### config.mk
export PLATFORM = sky130hd
export DESIGN_NAME = adap_sped_ctl
export DESIGN_NICKNAME = d
export VERILOG_FILES = /design/src/rtl/adap_sped_ctl.sv
export SDC_FILE = /design/constraint.sdc
export NUM_CORES = 1
export LEC_CHECK = 0
export BUFFER_PORTS_ARGS = -buffer_cell sky130_fd_sc_hd__clkbuf_2
export CORE_ASPECT_RATIO = 0.6
export CORE_UTILIZATION = 55
export DETAILED_ROUTE_END_ITERATION = 12
export PLACE_DENSITY = 0.73
export SLEW_MARGIN = 20
export SYNTH_ARGS = -nofsm -noshare
export SYNTH_HDL_FRONTEND = slang
export SYNTH_SLANG_ARGS = --single-unit
### constraint.sdc
create_clock -name CLK -period 27.3 [get_ports CLK]
set_clock_uncertainty 0.05 [all_clocks]
set_input_delay 2.73 -clock CLK [delete_from_list [all_inputs] [get_ports CLK]]
set_output_delay 2.73 -clock CLK [all_outputs]
set_load 0.02 [all_outputs]
### src/rtl/adap_sped_ctl.sv
// G.726 adaptation speed control: FUNCTF, FILTA/B/C, SUBTC, TRIGA and LIMA for 16/24/32/40 kbit/s.
// Latency: AL is a combinational function of the stored AP; inputs reach AL after one CLK edge.
// Backpressure: none; every edge consumes one sample (optional CE hold when ADAP_SPED_CTL_CE_EN is defined).
module adap_sped_ctl (
  input  logic        CLK,
  input  logic        reset,
`ifdef ADAP_SPED_CTL_CE_EN
  input  logic        CE,
`endif
  input  logic [4:0]  I,
  input  logic [1:0]  RATE,
  input  logic        TDP,
  input  logic [12:0] Y,
  input  logic        TR,
  output logic [6:0]  AL
);

  logic [11:0] dms_q, dms_d;
  logic [13:0] dml_q, dml_d;
  logic [9:0]  ap_q,  ap_d;

  logic [2:0]  f;
  logic [12:0] fa_dif;
  logic [11:0] dmsp;
  logic [14:0] fb_dif;
  logic [13:0] dmlp;
  logic [14:0] dif;
  logic [14:0] difm_w;
  logic [13:0] difm;
  logic [13:0] dthr;
  logic        ax;
  logic [10:0] fc_dif;
  logic [9:0]  app;
  logic [9:0]  apr;
  logic        upd_en;
  logic        unused_bits;

`ifdef ADAP_SPED_CTL_CE_EN
  assign upd_en = CE;
`else
  assign upd_en = 1'b1;
`endif

  // FUNCTF: rate-dependent weight; only the LSBs that belong to the active rate index the table
  always_comb begin
    f = 3'd0;
    case (RATE)
      2'b11: begin
        case (I[1:0])
          2'd1, 2'd2: f = 3'd7;
          default:    f = 3'd0;
        endcase
      end
      2'b10: begin
        case (I[2:0])
          3'd1, 3'd6: f = 3'd1;
          3'd2, 3'd5: f = 3'd2;
          3'd3, 3'd4: f = 3'd7;
          default:    f = 3'd0;
        endcase
      end
      2'b01: begin
        case (I[3:0])
          4'd3, 4'd4, 4'd5, 4'd10, 4'd11, 4'd12: f = 3'd1;
          4'd6, 4'd9:                            f = 3'd3;
          4'd7, 4'd8:                            f = 3'd7;
          default:                               f = 3'd0;
        endcase
      end
      default: begin
        case (I)
          5'd5, 5'd6, 5'd7, 5'd8, 5'd9:      f = 3'd1;
          5'd10:                             f = 3'd2;
          5'd11:                             f = 3'd3;
          5'd12:                             f = 3'd4;
          5'd13:                             f = 3'd5;
          5'd14, 5'd15, 5'd16, 5'd17:        f = 3'd6;
          5'd18:                             f = 3'd5;
          5'd19:                             f = 3'd4;
          5'd20:                             f = 3'd3;
          5'd21:                             f = 3'd2;
          5'd22, 5'd23, 5'd24, 5'd25, 5'd26: f = 3'd1;
          default:                           f = 3'd0;
        endcase
      end
    endcase
  end

  // Filters, speed-control decision and next-state selection; shifts are explicit sign extensions
  always_comb begin
    // FILTA: short-term average, gain 2^-5
    fa_dif = {1'b0, f, 9'd0} - {1'b0, dms_q};
    dmsp   = dms_q + {{4{fa_dif[12]}}, fa_dif[12:5]};
    // FILTB: long-term average, gain 2^-7
    fb_dif = {1'b0, f, 11'd0} - {1'b0, dml_q};
    dmlp   = dml_q + {{6{fb_dif[14]}}, fb_dif[14:7]};
    // SUBTC: AX=0 only for a stationary, non-tonal signal at a large enough scale factor
    dif    = {1'b0, dmsp, 2'b00} - {1'b0, dmlp};
    difm_w = dif[14] ? (15'd0 - dif) : dif;
    difm   = difm_w[13:0];
    dthr   = {3'b000, dmlp[13:3]};
    ax     = ~((Y >= 13'd1536) && (difm < dthr) && !TDP);
    // FILTC: speed-control state, gain 2^-4
    fc_dif = {1'b0, ax, 9'd0} - {1'b0, ap_q};
    app    = ap_q + {{3{fc_dif[10]}}, fc_dif[10:4]};
    // TRIGA: a transition forces fast adaptation
    apr    = TR ? 10'd256 : app;
    // State advances only when enabled; otherwise hold
    dms_d  = upd_en ? dmsp : dms_q;
    dml_d  = upd_en ? dmlp : dml_q;
    ap_d   = upd_en ? apr  : ap_q;
  end

  // Low-order bits shifted out by the filters are intentionally discarded
  assign unused_bits = ^{fa_dif[4:0], fb_dif[6:0], fc_dif[3:0], difm_w[14]};

  // State registers with synchronous reset that overrides enable and TR
  always_ff @(posedge CLK) begin
    if (reset) begin
      dms_q <= 12'd0;
      dml_q <= 14'd0;
      ap_q  <= 10'd0;
    end else begin
      dms_q <= dms_d;
      dml_q <= dml_d;
      ap_q  <= ap_d;
    end
  end

  // LIMA: limit the stored speed-control state
  always_comb begin
    AL = (ap_q >= 10'd256) ? 7'd64 : {1'b0, ap_q[7:2]};
  end

endmodule

## Yosys cells after proc, flatten, opt, wreduce, memory -nomap -nowiden

Memory sizes are Yosys's and may differ from the RTL's.
Index checks and enable logic that the tools add are counted.
Widths: inputs -> output; s select.

- Register bits after elaboration: 36
- Bits in latches: 0
- Memory bits (writable): 0
- Memory bits (read-only): 144
- Input bits: 24
- Output and inout bits: 7
- Logic and storage cells: 43
- Memories: 2

- Add/sub/neg operators: 8
- $mul: 0
- Divide/modulo/power cells: 0
- Order comparisons: 3
- Eq/ne operators: 11
- Shift-type cells: 0
- Muxes and demuxes: 6
- Bitwise gates (word level): 1
- Reduce and logical (&&, ||, !) cells: 8

Memories:

| memory | depth | bits a word | rd ports | clocked after Yosys merged registers in | write ports | line | RTL |
|---|---|---|---|---|---|---|---|
| (no name shown) | 32 | 3 | 1 | 0 | 0 | 71 | `case (I)` |
| (no name shown) | 16 | 3 | 1 | 0 | 0 | 63 | `case (I[3:0])` |

Operators with widths:

| operator | number |
|---|---|
| $sub 14x14->15 | 2 |
| $pmux 3 s3 | 2 |
| $add 14x14->14 | 1 |
| $lt 14x11->1 | 1 |
| $mux 14 | 1 |
| $sub 1x14->14 const A | 1 |
| $ge 13x11->1 const B | 1 |
| $sub 12x12->13 | 1 |
| $add 12x12->12 | 1 |
| $sub 10x10->11 | 1 |
| $add 10x10->10 | 1 |
| $ge 10x9->1 const B | 1 |
| $reduce_or 2->1 | 5 |
| $eq 3x3->1 const B | 3 |
| $mux 9 | 1 |
| $mux 7 | 1 |
| $eq 2x2->1 const B | 3 |
| $eq 3x2->1 const B | 2 |
| $eq 2x1->1 const B | 2 |
| $eq 3x1->1 const B | 1 |
| $mux 3 | 1 |
| $logic_and 1x1->1 | 2 |
| $logic_not 1->1 | 1 |
| $not 1->1 | 1 |

## Logic depth before layout (Yosys ltp)

- Word-level depth: 16
- Depth in mapped cells: 45
- Gate-level depth less buffers: 44

## Least setup slack after synthesis

Ideal clock, no wire load.

- Path kind: input to register
- Start: input port I[0]
- End: register ap_q[9]
- Setup time: 126 ps
- Arrival: 11,023 ps
- Required time: 27,124 ps
- Slack: 16,101 ps
- Cell stages on the path: 45
- Path buffers: 1
- Cell sequence: inv_1 > ha_1 > nand2b_1 > o21ai_0 > a21oi_1 > a31o_2 > o21ai_0 > o21ai_0 > ha_1 > a41o_1 > a21o_1 > a21oi_1 > ha_1 > or3_4 > o22ai_2 > o31a_2 > nor2b_1 > nor2_1 > (+9 left out) > xnor2_1 > ha_1 > a21o_1 > a21oi_1 > nor2b_1 > o21ai_0 > nand2_1 > a221oi_1 > o311ai_2 > ha_1 > xor2_1 > ha_1 > a21oi_1 > o21ai_0 > o21ai_0 > or3b_2 > xnor2_1 > nor2_1

- Longest elaborated chain between the ends: 15
- Elaborated cells on any way between the ends: 30
- Those cells by class: add/sub (8); order compare (1); eq/ne (8); mux (4); bitwise (1); reduce/logical (6); memory (2)

RTL lines:

| item | line | RTL |
|---|---|---|
| start: declaration | 10 | `input logic [4:0] I,` |
| branches (longest 3 deep; another with $mem_v2 32x3) | - |  |
| $pmux 3 s3 * | 47 | `case (RATE)` |
| $sub 14x14->15 / $sub 12x12->13 (equally long branches) | 95, 92 |  |
| $add 14x14->14 / $add 12x12->12 (equally long branches) | 96, 93 |  |
| $sub 14x14->15 | 98 | `dif = {1'b0, dmsp, 2'b00} - {1'b0, dmlp};` |
| $sub 1x14->14 | 99 | `difm_w = dif[14] ? (15'd0 - dif) : dif;` |
| $mux 14 | 99 |  |
| $lt 14x11->1 * | 102 | `ax = ~((Y >= 13'd1536) && (difm < dthr) && !TDP);` |
| $logic_and 1x1->1 * (2 in a row) | 102 |  |
| $not 1->1 * | 102 |  |
| $sub 10x10->11 * | 104 | `fc_dif = {1'b0, ax, 9'd0} - {1'b0, ap_q};` |
| $add 10x10->10 * | 105 | `app = ap_q + {{3{fc_dif[10]}}, fc_dif[10:4]};` |
| end signal: assignment | 126 | `ap_q <= ap_d;` |
| end: declaration | 20 | `logic [9:0] ap_q, ap_d;` |

Mark *: on every way between the ends.
A chain may end at the register's enable or synchronous reset.

## Final worst setup path

- Start: input port I[1]
- End: register ap_q[8]

- Longest elaborated chain between the ends: 16
- Elaborated cells on any way between the ends: 31
- Those cells by class: add/sub (8); order compare (1); eq/ne (8); mux (5); bitwise (1); reduce/logical (6); memory (2)

RTL lines:

| item | line | RTL |
|---|---|---|
| branches (longest 3 deep; another with $mem_v2 32x3) | - |  |
| $pmux 3 s3 * | 47 |  |
| $sub 14x14->15 / $sub 12x12->13 (equally long branches) | 95, 92 |  |
| $add 14x14->14 / $add 12x12->12 (equally long branches) | 96, 93 |  |
| $sub 14x14->15 | 98 |  |
| $sub 1x14->14 | 99 |  |
| $mux 14 | 99 |  |
| $lt 14x11->1 * | 102 |  |
| $logic_and 1x1->1 * (2 in a row) | 102 |  |
| $not 1->1 * | 102 |  |
| $sub 10x10->11 * | 104 |  |
| $add 10x10->10 * | 105 |  |
| $mux 9 * | 107 | `apr = TR ? 10'd256 : app;` |

Marks and branches as above.

==> flow_metrics.tcl <==
set metrics [dict create \
    status "finished clean" \
    die_h_um 70.50 \
    dr.pass1.iters 5 \
    htreeDepth 2 \
    synth_seq_cells 36 \
    start_kind "primary input" \
    fp.dieArea_um2 8188 \
    fin_setup_tns_ns 0 \
    cts-resized-gates 0 \
    root_buffer "clkbuf_16" \
    cts_buffers 5 \
    ctsHoldBuffers 0 \
    yosysSeqAreaShare_pct 16.76 \
    hold_class "flip-flop to flip-flop" \
    core_um2 7417 \
    end_kind "flip-flop" \
    drive_gt1_share_pct 9.964 \
    drc_errors 0 \
    routabilityCongestion 0.8888 \
    cts_max_path_buffers 2 \
    cp_slowest_cell "a31oi_1" \
    clk_pin_slew_ns 0.06 \
    ys_warn_count 0 \
    synth_most_common_cell "ha_1" \
    fillers 629 \
    drv.max_cap_violation_count 0 \
    yosys.area.top_type "ha_1" \
    route.detailed.wl_per_inst_um 16.08 \
    synth.distinct_cells 72 \
    setup_violations 0 \
    finalCriticalPeriod_ns 13.15 \
    syn2layout_area_growth_pct 8.496 \
    yosys.area.top_type_share_pct 17.75 \
    cts_tree "done" \
    vias_per_cell 5.962 \
    crit_type "primary input to flip-flop" \
    ioPinCount 31 \
    clk_latency_ns 0.29 \
    ys.flop_type "dfxtp_1" \
    required_ns 27.40 \
    crit_path_max_incr_delay_ns 0.81 \
    drtIter0Drc 297 \
    path_common_cell "ha_1" \
    overflow 0 \
    num_vias 3971 \
    grt_pass1_vias 3677 \
    crit_fanout 12 \
    ys_top_cells_by_area "ha_1 (18%), dfxtp_1 (17%), xnor2_1 (7.1%)" \
    die_w_um 116.2 \
    dp_hpwl_mm 8.689 \
    port_buffers 21 \
    grt_util_all_layers_pct 28.27 \
    wl_mm 10.71 \
    start_util_pct 57.98 \
    post_cts_buffers 0 \
    max-slew-margin-rel_pct 28.26 \
    async_flop_share_pct 0 \
    finalHoldViolations 0 \
    grt_start_max_net_pins 30 \
    cts_sinks 36 \
    crit_arrival_ns 13.25 \
    finalNetCount 649 \
    syn_inst 542 \
    grt_pass1_wl_mm 17.76 \
    antenna_found_initial 0 \
    fin_crit_sh_pct 48.18 \
    rsz0062_at_grt "no" \
    n_antenna_cell 0 \
    synth.top_cells.by_count "ha_1 (61), nor2_1 (59), dfxtp_1 (36)" \
    fmax_mhz 76.03 \
    worstMarginPinSlew_ns 1.071 \
    ant_nets 0 \
    syn_nets 630 \
    syn_avg_cell_area_um2 7.934 \
    syn-cell-area_um2 4300 \
    synth-edff-count 0 \
    drv_slew 0 \
    rows 24 \
]
metal layers:
metal  GRT usage, %  vias up  routed length, µm
met3          4.861       12                632
met1          43.02     1853               5791
met2          40.67      101               4170
li1               -     2005                  -
met5              0        -                  0
met4          6.125        0                114
stage by stage:
stage	cells	area (µm²)	setup WS (ns)	utilization (%)	hold WS [ns]
after global placement	658	4502	14.35	60.70	0.4926
final	666	4666	14.15	62.90	0.5243
after global routing	666	4666	13.42	62.90	0.5530
after CTS	666	4666	14.28	62.90	0.5195
after detailed placement	658	4502	14.01	60.70	0.5116
after floorplan	542	4300	16.10	-	0.4464
final timing paths:
kind,from,endpoint,slack (ns),cells past startpoint
hold / removal,ap_q[0],ap_q[0],0.52,2
setup reg to reg,dml_q[1],ap_q[8],17.71,38
setup / recovery,I[1],ap_q[8],14.15,45
hold reg to reg,ap_q[0],ap_q[0],0.52,2
cell families after synthesis:
kind of cell | share of synthesized area, %
fa+ha+maj | 19.14
xor+xnor | 12.54
flops | 16.76
buf+inv | 3.579
mux | 1.222
compound gates | 24.06
simple gates | 22.69
flip-flops by register name (all words and copies together) (netlist names):
signal  cells
dml_q      14
dms_q      12
ap_q       10
cell usage in the layout, fill, tap and decap left out, drive strengths merged, types with 3 or more instances in the layout:
cell type / n
and3: 3
o21ai: 33
a31oi: 8
dfxtp: 36
or2: 7
o31ai: 4
or3: 8
a21oi: 35
clkbuf: 27
nand2b: 13
xnor2: 35
inv: 32
nor2: 59
nor3: 13
nand3: 6
nor4: 3
a211o: 6
a211oi: 8
nor4b: 3
o21a: 10
ha: 61
xor2: 24
a21o: 9
nand2: 28
fa: 3
o22ai: 4
and2: 9
mux2i: 3
nor2b: 20
o21bai: 6
critical path: cells and delay by family:
kind	cells	cell delay [ns]
AOI/OAI and AO/OA	23	5.98
buffers and inverters	2	0.28
and+or+nand+nor	10	1.16
adders and majority gates	7	2.31
xor gates and xnor gates	3	0.80
layout make-up:
cell class,count,area (µm²),area share [%]
clock buffers,6,128.9,2.762
clock inverters,2,35.03,0.7509
inverters,32,120.1,2.574
multi-input cells,465,3426,73.42
flip-flops and latches,36,720.7,15.45
well taps,104,130.1,2.789
repair buffers,21,105.1,2.253
Power is left out: the tool's default activity adds up to more than one toggle a clock period on the data nets, which glitch-free logic cannot reach.
